### src/rtl/pe_stg_gen_pkg.sv
// Shared types and arithmetic helpers for the parametrised systolic PE.
// Helpers work on a 64-bit signed scratch width; callers pass the real width.
package pe_stg_gen_pkg;

  typedef enum logic [1:0] {
    MODE_MM   = 2'b00,
    MODE_BYP  = 2'b01,
    MODE_NORM = 2'b10
  } mode_e;

  localparam int CALC_W = 64;

  // Signed add clamped to the range of a w-bit two's complement value.
  function automatic logic signed [CALC_W-1:0] sat_add(
    input logic signed [CALC_W-1:0] a,
    input logic signed [CALC_W-1:0] b,
    input int                       w
  );
    logic signed [CALC_W-1:0] s;
    logic signed [CALC_W-1:0] hi;
    logic signed [CALC_W-1:0] lo;
    s  = a + b;
    hi = (64'sd1 <<< (w - 1)) - 64'sd1;
    lo = -hi - 64'sd1;
    if (s > hi) return hi;
    if (s < lo) return lo;
    return s;
  endfunction

  // Magnitude of a w-bit signed value; the most-negative code clamps to max.
  function automatic logic signed [CALC_W-1:0] sm_mag(
    input logic signed [CALC_W-1:0] v,
    input int                       w
  );
    logic signed [CALC_W-1:0] m;
    logic signed [CALC_W-1:0] hi;
    hi = (64'sd1 <<< (w - 1)) - 64'sd1;
    m  = (v < 0) ? -v : v;
    if (m > hi) m = hi;
    return m;
  endfunction

endpackage

### src/rtl/pe_fp_norm.sv
// Combinational normalize of a signed double-width product to sign/exp/magnitude.
// Pure logic, no state; the result register lives in the parent PE.
module pe_fp_norm #(
  parameter int EXP_W = 8,
  parameter int MAN_W = 8
) (
  input  logic [2*MAN_W-1:0] prod,
  input  logic [EXP_W-1:0]   exp_in,
  output logic               sign,
  output logic [EXP_W-1:0]   exp_out,
  output logic [MAN_W-2:0]   mag
);
  import pe_stg_gen_pkg::*;

  logic                    flag;
  logic signed [MAN_W-1:0] man;

  always_comb begin
    // Top two bits differ: the product already uses the guard bit, so keep it.
    flag    = prod[2*MAN_W-1] ^ prod[2*MAN_W-2];
    man     = flag ? prod[2*MAN_W-1 -: MAN_W] : prod[2*MAN_W-2 -: MAN_W];
    exp_out = exp_in + EXP_W'(flag);
    sign    = man[MAN_W-1];
    mag     = (MAN_W-1)'(sm_mag(64'(man), MAN_W));
  end

endmodule

### src/rtl/pe_stg_gen.sv
// Weight-stationary PE: east path 1 cycle, acc update 2 cycles after left_in, norm 1 cycle.
// No backpressure: every input is consumed in the cycle it is presented.
module pe_stg_gen #(
  parameter  int ACT_W = 8,
  parameter  int WGT_W = 8,
  parameter  int LANES = 2,
  parameter  int ACC_W = 24,
  parameter  int TOP_W = 48,
  parameter  int EXP_W = 8,
  parameter  int MAN_W = 8,
  localparam int NSLOT = TOP_W / (LANES * WGT_W),
  localparam int SEL_W = (NSLOT > 1) ? $clog2(NSLOT) : 1
) (
  input  logic             clk,
  input  logic             rst,
  input  logic [1:0]       mode_sel_in,
  input  logic             act_vld_in,
  input  logic [ACT_W-1:0] left_in,
  output logic [ACT_W-1:0] right_out,
  output logic             act_vld_out,
  input  logic             wgt_ld_in,
  input  logic [SEL_W-1:0] wgt_sel_in,
  input  logic             wgt_swap_in,
  input  logic             clr_in,
  input  logic             drain_in,
  input  logic [TOP_W-1:0] top_in,
  output logic [TOP_W-1:0] bottom_out,
  output logic             sat_flag_out
);
  import pe_stg_gen_pkg::*;

  localparam int SLOT_W = LANES * WGT_W;
  localparam int PROD_W = ACT_W + WGT_W;
  localparam int PACK_W = LANES * ACC_W;

  mode_e                    mode;
  logic signed [WGT_W-1:0]  shadow [LANES];
  logic signed [WGT_W-1:0]  active [LANES];
  logic signed [PROD_W-1:0] prod   [LANES];
  logic                     m_vld;
  logic signed [ACC_W-1:0]  acc     [LANES];
  logic signed [ACC_W-1:0]  acc_sum [LANES];
  logic [LANES-1:0]         sat_lane;
  logic [PACK_W-1:0]        acc_pack;
  logic signed [63:0]       wide;
  logic                     n_sign;
  logic [EXP_W-1:0]         n_exp;
  logic [MAN_W-2:0]         n_mag;

  assign mode = mode_e'(mode_sel_in);

  always_ff @(posedge clk or posedge rst) begin
    if (rst) begin
      right_out   <= '0;
      act_vld_out <= 1'b0;
    end else begin
      right_out   <= left_in;
      act_vld_out <= act_vld_in;
    end
  end

  // Swap reads the pre-load shadow, so load+swap in one cycle moves the old slot.
  always_ff @(posedge clk or posedge rst) begin
    if (rst) begin
      for (int i = 0; i < LANES; i++) begin
        shadow[i] <= '0;
        active[i] <= '0;
      end
    end else begin
      for (int i = 0; i < LANES; i++) begin
        if (wgt_swap_in) active[i] <= shadow[i];
        if (wgt_ld_in)
          shadow[i] <= top_in[int'(wgt_sel_in)*SLOT_W + i*WGT_W +: WGT_W];
      end
    end
  end

  always_ff @(posedge clk or posedge rst) begin
    if (rst) begin
      m_vld <= 1'b0;
      for (int i = 0; i < LANES; i++) prod[i] <= '0;
    end else begin
      m_vld <= (mode == MODE_MM) && act_vld_in;
      if ((mode == MODE_MM) && act_vld_in) begin
        for (int i = 0; i < LANES; i++)
          prod[i] <= PROD_W'($signed(left_in)) * PROD_W'(active[i]);
      end
    end
  end

  always_comb begin
    wide     = '0;
    sat_lane = '0;
    acc_pack = '0;
    for (int i = 0; i < LANES; i++) begin
      wide        = sat_add(64'(acc[i]), 64'(prod[i]), ACC_W);
      acc_sum[i]  = ACC_W'(wide);
      sat_lane[i] = (wide != (64'(acc[i]) + 64'(prod[i])));
      acc_pack[i*ACC_W +: ACC_W] = acc[i];
    end
  end

  always_ff @(posedge clk or posedge rst) begin
    if (rst) begin
      sat_flag_out <= 1'b0;
      for (int i = 0; i < LANES; i++) acc[i] <= '0;
    end else if (clr_in) begin
      sat_flag_out <= 1'b0;
      for (int i = 0; i < LANES; i++) acc[i] <= '0;
    end else if (drain_in) begin
      for (int i = 0; i < LANES; i++) acc[i] <= top_in[i*ACC_W +: ACC_W];
    end else if (m_vld) begin
      for (int i = 0; i < LANES; i++) acc[i] <= acc_sum[i];
      if (|sat_lane) sat_flag_out <= 1'b1;
    end
  end

  pe_fp_norm #(
    .EXP_W (EXP_W),
    .MAN_W (MAN_W)
  ) u_norm (
    .prod    (top_in[2*MAN_W-1:0]),
    .exp_in  (top_in[2*MAN_W +: EXP_W]),
    .sign    (n_sign),
    .exp_out (n_exp),
    .mag     (n_mag)
  );

  always_ff @(posedge clk or posedge rst) begin
    if (rst)                     bottom_out <= '0;
    else if (drain_in)           bottom_out <= TOP_W'(acc_pack);
    else if (mode == MODE_NORM)  bottom_out <= TOP_W'({n_sign, n_exp, n_mag});
    else                         bottom_out <= top_in;
  end

endmodule

### config.mk
export PLATFORM = sky130hd
export DESIGN_NAME = pe_stg_gen
export DESIGN_NICKNAME = d
export VERILOG_FILES = /design/src/rtl/pe_stg_gen_pkg.sv /design/src/rtl/pe_fp_norm.sv /design/src/rtl/pe_stg_gen.sv
export SDC_FILE = /design/constraint.sdc
export NUM_CORES = 1
export LEC_CHECK = 0
export ABC_AREA = 0
export CORE_UTILIZATION = 55
export DETAILED_ROUTE_END_ITERATION = 6
export PLACE_DENSITY = 0.78
export SLEW_MARGIN = 20
export SYNTH_ARGS = -nofsm -noshare
export SYNTH_HDL_FRONTEND = slang
export SYNTH_HIERARCHICAL = 1
export SYNTH_SLANG_ARGS = --single-unit
### constraint.sdc
create_clock -name clk -period 6.77 [get_ports clk]
set_input_delay 1.0155 -clock clk [delete_from_list [all_inputs] [get_ports clk]]
set_output_delay 1.0155 -clock clk [all_outputs]
set_load 0.02 [all_outputs]
==> results.cfg <==
[die]
die-area_um2 = 27800
die_w_um = 167
io-pin-count = 125
core_area_um2 = 26400
die_h_um = 167
initial_core_util_pct = 56.6
fp-row-count = 59

[clocking]
cts.clk_slew.worst_paths_ps = 70
clockBufferDepth = 2
cts.htree.levels = 4
cts_hold_buf = 0
cts_root_buf = clkbuf_16
cts_tree = done
cts_sinks = 171
cts_resized = 0
numCtsBuffers = 17
clock_latency_ps = 450
postCtsSetupBuffers = 0

[sta]
maxSlewViolCount = 0
skew_ps = 23.7
slew_headroom_pct = 27.6
hold_violations = 0
layout_setup_ws_ps = 994
layout_min_cycle_time_ps = 5780
finalSetupViolations = 0
finalSetupTns_ps = 0
worstMarginPinSlew_ps = 1080
max_freq_mhz = 173
rsz0062_at_grt = false
period_share_pct = 85.3

[synth]
synth_cell_type_count = 77
ys_seq_area_share_pct = 28.7
synth_fp_nets = 1962
yosys_warnings = 6
syn_inst = 1673
ys_ff_latch = 171
syn-cell-area_um2 = 14900
synth-edff-count = 0
async_flop_share_pct = 100
ys.flop_type = dfrtp_1
avgSynthCellArea_um2 = 8.92

[global_route]
grt_pass1_vias = 12306
grt_pass1_wl_um = 64200
grt_antenna_before_repair = 1
track_usage_pct = 29.0
grt_max_degree = 106
grt_overflow_total = 0

[worst_hold_path]
hp-class = register to register

[worst_setup_path]
required_ps = 7100
worstPathMaxFanout = 17
endpoint_kind = register
worstSetupStartpointType = input pin
worstSetupPathType = input pin to register
cp.arrival_ps = 6100

[final_layout]
final_cell_mix = nand2_1 (242), dfrtp_1 (171), o21ai_0 (152)
area_growth_pct = 13.3
final_common_cell = nand2_1
drive_gt1_share_pct = 5.06
final_util_pct = 64.1
nets = 2036

[pwr]
irDropWorstVdd_mv = 0.474
power_density_nw_per_um2 = 422
power.leakage_nw = 7.96

[outcome]
status = completed

[place]
place_congestion = 0.967
dp_slack_ps = 572
dpl.hpwl_um = 29200
port_buffers = 124

[route]
drt_iter0_markers = 1289
post_drt_via_cell_ratio = 5.94
ant_nets = 0
firstDrtPassIters = 6
drcViolationCount = 0
wl_um = 39000
vias = 12442
wl_per_cell_um = 18.6

[flow_run]
maxCapViolations = 0
area by class of cell:
type | count | area (µm²)
well taps | 335 | 419
clock inverters | 15 | 164
clock buffers | 17 | 425
diodes | 1 | 2.50
flip-flops and latches | 171 | 4280
inverters | 132 | 500
fillers | 2131 | 9450
repair buffers | 132 | 1290
multi-input cells | 1293 | 9820
cells by family after synthesis:
logic type      after synthesis  share of synthesized area [%]
fa+ha+maj                   224                           24.4
xor+xnor                     79                           4.74
flops                       171                           28.7
simple gates                513                           15.8
compound gates              427                           17.3
buf+inv                     209                           5.60
mux                          50                           3.47
path summary, 6_finish.rpt:
| path | slack [ps] | startpoint | cells after the start | end |
|---|---|---|---|---|
| worst min register to register | 480 | prod[16]$_DFFE_PP0P_ | 2 | prod[16]$_DFFE_PP0P_ |
| worst min-delay path | 480 | prod[16]$_DFFE_PP0P_ | 2 | prod[16]$_DFFE_PP0P_ |
| min in group asynchronous | 1180 | rst | 2 | bottom_out[40]$_DFF_PP0_ |
| worst max register to register | 1920 | active[4]$_DFFE_PP0P_ | 17 | prod[14]$_DFFE_PP0P_ |
| max in group asynchronous | 4140 | rst | 3 | prod[4]$_DFFE_PP0P_ |
| worst max-delay path | 990 | left_in[1] | 18 | prod[14]$_DFFE_PP0P_ |
synth_stat cells, types with 6 or more instances:
cell	count	area [µm²]
a21o_1	19	143
o31ai_1	10	75.1
a21boi_2	7	78.8
inv_1	132	495
o211ai_1	9	67.6
a211oi_1	10	75.1
a21boi_0	6	45.0
o21a_1	10	75.1
fa_1	112	2240
ha_1	110	1380
xor2_1	22	193
dfrtp_1	171	4280
o21ai_1	14	70.1
o21ai_0	152	761
buf_2	6	30.0
and2_1	77	482
mux2i_1	36	360
clkbuf_1	62	233
and3_1	14	87.6
nand2_1	242	908
a21oi_1	131	656
nor2_1	91	342
mux2_2	14	158
nor3_1	13	65.1
nor2b_1	8	50.1
nand3_1	12	60.1
nand2b_1	30	188
xnor2_1	55	482
or3_1	8	50.1
where the power goes:
| part | switching [mW] | internal, mW |
|---|---|---|
| combinational | 2.59 | 2.05 |
| sequential | 0.241 | 1.24 |
| clock | 0.501 | 0.500 |
metrics by stage:
step,instances,cell area [µm²],power (mW),hold WS (ps)
3_5_place_dp,2063,16300,6.08,467
5_1_grt,2095,16900,7.80,522
2_1_floorplan,1673,14900,5.05,445
6_report,2096,16900,7.13,484
3_3_place_gp,2063,16300,5.96,463
4_1_cts,2095,16900,7.13,486
state kept, by name (all words and copies together) (netlist names):
register / cells
sat_flag_out: 1
bottom_out: 48
act_vld_out: 1
active: 16
shadow: 16
right_out: 8
prod: 32
acc: 48
m_vld: 1
routing by layer:
layer,vias to the layer above,track usage (%),wire length [µm]
met3,74,4.97,3140
met5,-,0,0
met2,553,45.3,17400
met1,6038,41.5,17600
met4,0,8.62,919
li1,5777,-,-
worst max-delay path: stages:
cell             delay [ps]
clkdlybuf4s50_1         720
and2_1                  350
fa_1                    410
inv_1                    90
fa_1                    410
fa_1                    470
fa_1                    550
inv_1                    40
ha_1                    330
nor2b_1                 150
o21ai_0                 180
a21boi_0                140
o21ai_0                 210
a21oi_1                 120
o21ai_0                 220
a211oi_1                120
or3_1                   310
a31o_2                  250
Power figures use the tool's default switching activity.
